===== src/rtl/hack_cpu_ctrl_if.sv =====
// rtl/hack_cpu_ctrl_if.sv - Hack CPU control bus: instruction fetch, data memory and ALU hookup
// master = control/register stage, slave = ROM/RAM/ALU side.
interface hack_cpu_ctrl_if #(
   parameter int PC_W = 15,
   parameter int DW   = 16
);
   logic [PC_W-1:0] pc;
   logic            instr_req;
   logic [DW-1:0]   instr;
   logic            instr_valid;
   logic [PC_W-1:0] dmem_addr;
   logic            dmem_rd;
   logic            dmem_wr;
   logic [DW-1:0]   dmem_wdata;
   logic [DW-1:0]   dmem_rdata;
   logic            dmem_ack;
   logic [DW-1:0]   alu_x;
   logic [DW-1:0]   alu_y;
   logic            alu_zx;
   logic            alu_nx;
   logic            alu_zy;
   logic            alu_ny;
   logic            alu_f;
   logic            alu_no;
   logic [DW-1:0]   alu_out;
   logic            alu_zr;
   logic            alu_ng;
   logic [DW-1:0]   a_reg;
   logic [DW-1:0]   d_reg;

   modport master (
      output pc, instr_req, dmem_addr, dmem_rd, dmem_wr, dmem_wdata,
      output alu_x, alu_y, alu_zx, alu_nx, alu_zy, alu_ny, alu_f, alu_no,
      output a_reg, d_reg,
      input  instr, instr_valid, dmem_rdata, dmem_ack, alu_out, alu_zr, alu_ng
   );

   modport slave (
      input  pc, instr_req, dmem_addr, dmem_rd, dmem_wr, dmem_wdata,
      input  alu_x, alu_y, alu_zx, alu_nx, alu_zy, alu_ny, alu_f, alu_no,
      input  a_reg, d_reg,
      output instr, instr_valid, dmem_rdata, dmem_ack, alu_out, alu_zr, alu_ng
   );
endinterface


===== src/rtl/hack_cpu_ctrl.sv =====
// rtl/hack_cpu_ctrl.sv - Multi-cycle Hack CPU control and register stage
// Fetch/decode/mem-read/exec/mem-write sequencer feeding an external combinational ALU.
module hack_cpu_ctrl #(
   parameter int PC_W = 15,
   parameter int DW   = 16
) (
   input  logic           clk,
   input  logic           reset,
   hack_cpu_ctrl_if.master bus
);
   typedef enum logic [2:0] {
      S_FETCH  = 3'd0,
      S_DECODE = 3'd1,
      S_MREAD  = 3'd2,
      S_EXEC   = 3'd3,
      S_MWRITE = 3'd4
   } state_e;

   state_e          state_q;
   logic [PC_W-1:0] pc_q;
   logic [DW-1:0]   a_q;
   logic [DW-1:0]   d_q;
   logic [DW-1:0]   ir_q;
   logic [DW-1:0]   m_q;
   logic            rd_q;
   logic            wr_q;
   logic [PC_W-1:0] addr_q;
   logic [DW-1:0]   wdata_q;

   logic [PC_W-1:0] pc_inc_d;
   logic            jump_d;

   assign pc_inc_d = pc_q + {{(PC_W-1){1'b0}}, 1'b1};
   assign jump_d   = (ir_q[2] & bus.alu_ng) | (ir_q[1] & bus.alu_zr) |
                     (ir_q[0] & ~bus.alu_ng & ~bus.alu_zr);

   always_ff @(posedge clk) begin
      if (reset) begin
         state_q <= S_FETCH;
         pc_q    <= '0;
         a_q     <= '0;
         d_q     <= '0;
         ir_q    <= '0;
         m_q     <= '0;
         rd_q    <= 1'b0;
         wr_q    <= 1'b0;
         addr_q  <= '0;
         wdata_q <= '0;
      end else begin
         case (state_q)
            S_FETCH: begin
               if (bus.instr_valid) begin
                  ir_q    <= bus.instr;
                  state_q <= S_DECODE;
               end
            end
            S_DECODE: begin
               if (!ir_q[15]) begin
                  a_q     <= ir_q;
                  pc_q    <= pc_inc_d;
                  state_q <= S_FETCH;
               end else if (ir_q[12]) begin
                  rd_q    <= 1'b1;
                  addr_q  <= a_q[PC_W-1:0];
                  state_q <= S_MREAD;
               end else begin
                  state_q <= S_EXEC;
               end
            end
            S_MREAD: begin
               if (bus.dmem_ack) begin
                  m_q     <= bus.dmem_rdata;
                  rd_q    <= 1'b0;
                  state_q <= S_EXEC;
               end
            end
            S_EXEC: begin
               // a_q on the right-hand side is still the pre-instruction A for target/address.
               if (ir_q[5]) a_q <= bus.alu_out;
               if (ir_q[4]) d_q <= bus.alu_out;
               pc_q <= jump_d ? a_q[PC_W-1:0] : pc_inc_d;
               if (ir_q[3]) begin
                  addr_q  <= a_q[PC_W-1:0];
                  wdata_q <= bus.alu_out;
                  wr_q    <= 1'b1;
                  state_q <= S_MWRITE;
               end else begin
                  state_q <= S_FETCH;
               end
            end
            S_MWRITE: begin
               if (bus.dmem_ack) begin
                  wr_q    <= 1'b0;
                  state_q <= S_FETCH;
               end
            end
            default: state_q <= S_FETCH;
         endcase
      end
   end

   assign bus.pc         = pc_q;
   assign bus.instr_req  = (state_q == S_FETCH);
   assign bus.dmem_addr  = addr_q;
   assign bus.dmem_rd    = rd_q;
   assign bus.dmem_wr    = wr_q;
   assign bus.dmem_wdata = wdata_q;
   assign bus.alu_x      = d_q;
   assign bus.alu_y      = ir_q[12] ? m_q : a_q;
   assign bus.alu_zx     = ir_q[11];
   assign bus.alu_nx     = ir_q[10];
   assign bus.alu_zy     = ir_q[9];
   assign bus.alu_ny     = ir_q[8];
   assign bus.alu_f      = ir_q[7];
   assign bus.alu_no     = ir_q[6];
   assign bus.a_reg      = a_q;
   assign bus.d_reg      = d_q;
endmodule


===== src/flat_wrapper.sv =====
// flat-port wrapper written by rule: the top's interface ports become plain ports
module hack_cpu_ctrl_flat 
#(
   parameter int PC_W = 15,
   parameter int DW   = 16
)
  (clk, reset, bus_pc, bus_instr_req, bus_dmem_addr, bus_dmem_rd, bus_dmem_wr, bus_dmem_wdata, bus_alu_x, bus_alu_y, bus_alu_zx, bus_alu_nx, bus_alu_zy, bus_alu_ny, bus_alu_f, bus_alu_no, bus_a_reg, bus_d_reg, bus_instr, bus_instr_valid, bus_dmem_rdata, bus_dmem_ack, bus_alu_out, bus_alu_zr, bus_alu_ng);
  hack_cpu_ctrl_if #(.PC_W(PC_W), .DW(DW)) bus_i ();
  input  logic clk;
  input  logic reset;
  output wire logic [$bits(bus_i.pc)-1:0] bus_pc;
  output wire logic [$bits(bus_i.instr_req)-1:0] bus_instr_req;
  output wire logic [$bits(bus_i.dmem_addr)-1:0] bus_dmem_addr;
  output wire logic [$bits(bus_i.dmem_rd)-1:0] bus_dmem_rd;
  output wire logic [$bits(bus_i.dmem_wr)-1:0] bus_dmem_wr;
  output wire logic [$bits(bus_i.dmem_wdata)-1:0] bus_dmem_wdata;
  output wire logic [$bits(bus_i.alu_x)-1:0] bus_alu_x;
  output wire logic [$bits(bus_i.alu_y)-1:0] bus_alu_y;
  output wire logic [$bits(bus_i.alu_zx)-1:0] bus_alu_zx;
  output wire logic [$bits(bus_i.alu_nx)-1:0] bus_alu_nx;
  output wire logic [$bits(bus_i.alu_zy)-1:0] bus_alu_zy;
  output wire logic [$bits(bus_i.alu_ny)-1:0] bus_alu_ny;
  output wire logic [$bits(bus_i.alu_f)-1:0] bus_alu_f;
  output wire logic [$bits(bus_i.alu_no)-1:0] bus_alu_no;
  output wire logic [$bits(bus_i.a_reg)-1:0] bus_a_reg;
  output wire logic [$bits(bus_i.d_reg)-1:0] bus_d_reg;
  input wire logic [$bits(bus_i.instr)-1:0] bus_instr;
  input wire logic [$bits(bus_i.instr_valid)-1:0] bus_instr_valid;
  input wire logic [$bits(bus_i.dmem_rdata)-1:0] bus_dmem_rdata;
  input wire logic [$bits(bus_i.dmem_ack)-1:0] bus_dmem_ack;
  input wire logic [$bits(bus_i.alu_out)-1:0] bus_alu_out;
  input wire logic [$bits(bus_i.alu_zr)-1:0] bus_alu_zr;
  input wire logic [$bits(bus_i.alu_ng)-1:0] bus_alu_ng;
  assign bus_pc = bus_i.pc;
  assign bus_instr_req = bus_i.instr_req;
  assign bus_dmem_addr = bus_i.dmem_addr;
  assign bus_dmem_rd = bus_i.dmem_rd;
  assign bus_dmem_wr = bus_i.dmem_wr;
  assign bus_dmem_wdata = bus_i.dmem_wdata;
  assign bus_alu_x = bus_i.alu_x;
  assign bus_alu_y = bus_i.alu_y;
  assign bus_alu_zx = bus_i.alu_zx;
  assign bus_alu_nx = bus_i.alu_nx;
  assign bus_alu_zy = bus_i.alu_zy;
  assign bus_alu_ny = bus_i.alu_ny;
  assign bus_alu_f = bus_i.alu_f;
  assign bus_alu_no = bus_i.alu_no;
  assign bus_a_reg = bus_i.a_reg;
  assign bus_d_reg = bus_i.d_reg;
  assign bus_i.instr = bus_instr;
  assign bus_i.instr_valid = bus_instr_valid;
  assign bus_i.dmem_rdata = bus_dmem_rdata;
  assign bus_i.dmem_ack = bus_dmem_ack;
  assign bus_i.alu_out = bus_alu_out;
  assign bus_i.alu_zr = bus_alu_zr;
  assign bus_i.alu_ng = bus_alu_ng;
  hack_cpu_ctrl #(.PC_W(PC_W), .DW(DW)) u_core (.clk(clk), .reset(reset), .bus(bus_i));
endmodule

===== config.mk =====
export PLATFORM = sky130hd
export DESIGN_NAME = hack_cpu_ctrl_flat
export DESIGN_NICKNAME = d
export VERILOG_FILES = /design/src/rtl/hack_cpu_ctrl_if.sv /design/src/rtl/hack_cpu_ctrl.sv /design/src/flat_wrapper.sv
export SDC_FILE = /design/constraint.sdc
export NUM_CORES = 1
export LEC_CHECK = 0
export CORE_ASPECT_RATIO = 0.6
export CORE_UTILIZATION = 41
export DETAILED_ROUTE_END_ITERATION = 10
export PLACE_DENSITY = 0.78
export SYNTH_ARGS = -nofsm -noshare
export SYNTH_HDL_FRONTEND = slang
export SYNTH_SLANG_ARGS = --single-unit
export TNS_END_PERCENT = 100

===== constraint.sdc =====
create_clock -name clk -period 1.7 [get_ports clk]
set_input_delay 0.255 -clock clk [delete_from_list [all_inputs] [get_ports clk]]
set_output_delay 0.255 -clock clk [all_outputs]
set_load 0.05 [all_outputs]

* Word-level counts from Yosys, hierarchy flattened
Cells that the tools add are included.
Operators by class: $add $sub $neg 1, equality and inequality tests 12, mux-type cells 24, bitwise gates (word level) 8, reduce and logical (&&, ||, !) cells 14
Operator list (count):
- 15-bit two-way mux | 5
- 15-bit one-hot mux with 2 select lines | 2
- 16-bit two-way mux | 3
- 16-bit one-hot mux with 2 select lines | 1
- 15-bit by 1-bit adder with 15-bit output, second input constant | 1
- 3-bit two-way mux | 5
- 3-bit one-hot mux with 5 select lines | 1
- 2-bit by 1-bit inequality test with 1-bit output, second input constant | 5
- 2-bit AND reduction | 5
- 3-bit AND reduction | 3
- 4-bit AND reduction | 2
- 3-bit by 2-bit equality test with 1-bit output, second input constant | 2
- 2-bit inequality test, second input constant | 3
- 2-bit nonzero test | 3
- 1-bit two-way mux | 5
- 1-bit bitwise AND | 4
- 1-bit one-hot mux with 2 select lines | 2
- 3-bit by 1-bit equality test with 1-bit output, second input constant | 1
- 3-bit equality test, second input constant | 1
- 3-bit zero test | 1
- 1-bit inverter | 2
- 1-bit bitwise OR | 2
Storage, ports and cells: register bits 115, input bits 54, output and inout port bits 119

* Logic depth before layout (Yosys ltp)
depth in word-level cells 6, depth in mapped cells 7, mapped depth without buffers 5

* Least setup slack after synthesis
OpenSTA, ideal clock, no wires.
path type register -> register, from register u_core.pc_q[0], in the netlist u_core.bus.pc[0], to register u_core.pc_q[12], in the netlist u_core.bus.pc[12], arrival 1.965 ns, data required time 1.568 ns, setup slack -0.397 ns, stages on the path, launching flop included 7, clock period less this slack 2.097 ns, cells stage by stage dfxtp_1 > ha_1 > nand3_1 > clkbuf_1 > or4_2 > a21oi_1 > o32ai_1
Between the ends: word-level cells in the longest chain between the ends 3, elaborated cells between the ends (all ways) 4
Ends and longest elaborated chain:
- start: declaration | line hack_cpu_ctrl.sv:20 | logic [PC_W-1:0] pc_q;
- start signal: assignment | line hack_cpu_ctrl.sv:60 | pc_q <= pc_inc_d;
- start signal: assignment | line hack_cpu_ctrl.sv:81 | pc_q <= jump_d ? a_q[PC_W-1:0] : pc_inc_d;
- 15-bit by 1-bit adder with 15-bit output * | line hack_cpu_ctrl.sv:33 | assign pc_inc_d = pc_q + {{(PC_W-1){1'b0}}, 1'b1};
- 15-bit two-way mux (on tied branches) | line hack_cpu_ctrl.sv:81, hack_cpu_ctrl.sv:58
- 15-bit one-hot mux with 2 select lines * | line hack_cpu_ctrl.sv:50 | case (state_q)
Every way passes the cells marked *; elsewhere a longest branch is shown, timed or not. The select of a mux whose other input is x is not followed. A chain may end at the register's enable or synchronous reset.

* Final worst setup path
from register u_core.ir_q[12], to output port bus_alu_y[5]
Between the ends: word-level cells in the longest chain between the ends 1
Ends and longest elaborated chain:
- start: declaration | line hack_cpu_ctrl.sv:23 | logic [DW-1:0] ir_q;
- start signal: assignment | line hack_cpu_ctrl.sv:53 | ir_q <= bus.instr;
- 16-bit two-way mux | line hack_cpu_ctrl.sv:109 | assign bus.alu_y = ir_q[12] ? m_q : a_q;
- end: declaration | line flat_wrapper.sv:18 | output wire logic [$bits(bus_i.alu_y)-1:0] bus_alu_y;
No other way between the ends.

==> run summary <==
fin worst setup slack -> -0.0296 ns
synthesized flop and latch total -> 115
setup_tns -> -0.220 ns
antenna fix cells -> 0
antenna violations before repair -> 0
largest net degree at the start of global routing -> 54
LEAKAGE -> 2.99 nW
Slew @ Worst Pin -> 0.367 ns
WL per Instance -> 18.5 µm
Num CTS Buffers -> 17
final WL -> 17.8 mm
critical path startpoint category -> register
first-pass GRT wire length -> 26.7 mm
DRC violations left -> 0
Row Count -> 30
Worst Path Arrival -> 1.47 ns
clk_skew -> 0.00737 ns
Hold Crit Depth -> 2
max-cap check violation count -> 0
Root Driver -> clkbuf_16
final hold violation count -> 0
Detail Placement HPWL -> 12.9 mm
Max-slew headroom -> 0.749
final layout net count -> 844
die height -> 87.8 µm
RSZ-0062 raised after global routing -> true
Skew-Pair Late Insertion Delay -> 0.41 ns
ratio of cells with drive above 1 in the final layout -> 0.315
min-delay worst type -> primary input to register
IR drop worst, VDD -> 0.000752 V
Top FF cell, synth -> dfxtp_1
Clock Path Buffers -> 2
period utilization -> 1.02
# H-tree levels -> 4
input/output buffers -> 172
CTS tree -> built
Design Area, Final -> 7660 µm²
Syn Inst Count -> 608
critical path class -> register to primary output
Initial Utilization -> 0.433
post-synthesis cell area -> 5030 µm²
Synth Area per Inst -> 8.28 µm²
area occupied by multi-input gates -> 2420 µm²
R2R depth -> 6
Post-synth EDFFs -> 0
Synth async-reset ratio -> 0
routability cong. -> 0.884
TritonCTS Sinks -> 115
final std cells w/o fill -> 961
GRT Overall Usage -> 0.279
initial DRC count -> 536
cts-stage hold buffer count -> 0
clock slew at reported path FFs -> 0.06 ns
Critical Path End Type -> primary output
critical path peak fanout -> 10
P&R area growth vs syn -> 52.2%
Slew Limit Fails -> 0
register area -> 2350 µm²
Fill cells -> 923
Mapped Nets -> 663
via/cell ratio -> 5.40
Period minus WS final -> 1.73 ns
CORE AREA -> 11600 µm²
violated checks -> setup timing
Finish-stage setup viols -> 10
placed insts -> 923
vias in the first global route -> 4817
Top Ports -> 173
status -> finished with violations
Seq/Total Area, Yosys -> 0.457
PwrDens -> 969 nW/µm²
pre-CTS WS -> -0.300 ns
Area after DPL -> 6850 µm²
post-synth cell types -> 53
Die X -> 145 µm
DIE AREA -> 12700 µm²
vias -> 5188
Required @ worst endpoint -> 1.44 ns
DR pass1 iterations -> 6
yosys warns -> 0
fmax -> 578 MHz
grt ovf -> 0
Detail Route Antenna Nets -> 0
metal layers:
layer | share of wire | global-route usage | up-vias | wire (µm)
li1 | - | - | 2438 | -
met1 | 0.45 | 0.384 | 2447 | 8060
met2 | 0.42 | 0.410 | 281 | 7510
met3 | 0.11 | 0.0938 | 22 | 1990
met4 | 0.015 | 0.0948 | 0 | 263
met5 | 0 | 0 | - | 0
worst max-delay path: stages (launching register included):
cell     delay, ns
dfxtp_4       0.39
buf_12        0.14
mux2_2        0.36
buf_6         0.16
what timing repair did:
item                       CTS  global route
pin swaps                    1             4
gates cloned                 1             0
setup endpoints to repair   59            41
setup buffers                1             5
hold endpoints to repair     0             0
resized for setup           35             9
placed cells by master, fill, tap and decap left out, drive strengths merged, types with 2 or more instances in the layout:
| cell type | synthesis | final |
|---|---|---|
| nand4 | 4 | 4 |
| and2 | 3 | 3 |
| nor2b | 3 | 3 |
| a211oi | 7 | 7 |
| clkbuf | 23 | 24 |
| nor3b | 2 | 2 |
| dfxtp | 115 | 115 |
| nand3b | 5 | 5 |
| xnor2 | 2 | 2 |
| inv | 10 | 10 |
| o32ai | 8 | 8 |
| a31oi | 3 | 3 |
| or4 | 3 | 3 |
| or3 | 5 | 5 |
| nor3 | 6 | 6 |
| mux2i | 25 | 25 |
| or2b | 2 | 2 |
| nand2 | 163 | 163 |
| nor4 | 6 | 6 |
| a311oi | 15 | 15 |
| clkdlybuf4s50 | 0 | 52 |
| a2111oi | 2 | 2 |
| a21oi | 77 | 77 |
| clkinv | 0 | 5 |
| nor2 | 38 | 38 |
| buf | 36 | 170 |
| mux2 | 16 | 16 |
| o21ai | 4 | 4 |
| nand3 | 7 | 7 |
| nand2b | 3 | 3 |
| or2 | 3 | 3 |
cells by family (layout without fill, tap and decap cells):
kind of cell | after synthesis | count (layout) | share of synthesized area
and+or+nand+nor | 258 | 258 | 0.228
DFF | 115 | 115 | 0.457
adders and majority gates | 1 | 1 | 0.00249
AOI/OAI and AO/OA | 120 | 120 | 0.146
muxes | 41 | 41 | 0.0855
xor gates and xnor gates | 3 | 3 | 0.00522
buffers and inverters | 70 | 263 | 0.0753
Yosys cell counts (all sizes together) (2+ instances only):
library cell | n | share of area
nand2 | 163 | 0.12
dfxtp | 115 | 0.46
a21oi | 77 | 0.077
nor2 | 38 | 0.028
buf | 36 | 0.049
mux2i | 25 | 0.050
clkbuf | 23 | 0.017
mux2 | 16 | 0.036
a311oi | 15 | 0.026
inv | 10 | 0.0075
o32ai | 8 | 0.014
a211oi | 7 | 0.010
nand3 | 7 | 0.0080
nor3 | 6 | 0.0070
nor4 | 6 | 0.0075
nand3b | 5 | 0.0075
or3 | 5 | 0.0065
nand4 | 4 | 0.0050
o21ai | 4 | 0.0040
a31oi | 3 | 0.0037
and2 | 3 | 0.0037
nand2b | 3 | 0.0037
nor2b | 3 | 0.0037
or2 | 3 | 0.0037
or4 | 3 | 0.0047
a2111oi | 2 | 0.0047
nor3b | 2 | 0.0040
or2b | 2 | 0.0030
xnor2 | 2 | 0.0035
area by class of cell:
class,instances,share of cell area
tap,160,0.0261
multi-input combinational,423,0.315
inverter,10,0.00490
clock buffer,24,0.0684
timing repair buffer,222,0.270
sequential,115,0.306
clock inverter,7,0.00914
per-stage QoR:
stage                     power [mW]  hold slack (ns)   util
after floorplan                 3.38            0.391      -
after global placement          3.86            0.438  0.588
after detailed placement        3.87            0.446  0.588
after CTS                       7.44            0.203  0.653
after global routing            7.63            0.218  0.658
final                           7.42            0.221  0.658
power breakdown:
part | internal [mW] | switching, mW | leakage [nW]
Sequential | 2.75 | 0.0939 | 0.942
Combinational | 0.449 | 0.601 | 1.76
Clock | 2.29 | 1.24 | 0.292
Total | 5.49 | 1.94 | 2.99
path summary, 6_finish.rpt:
path                                      start  slack, ns                        to
worst max register to register   u_core.ir_q[0]       0.07          u_core.bus.pc[4]
worst max-delay path            u_core.ir_q[12]      -0.03              bus_alu_y[5]
worst min register to register   u_core.m_q[13]       0.45            u_core.m_q[13]
worst min-delay path                      reset       0.22  u_core.bus.dmem_addr[10]
Power figures use the tool's default switching activity.
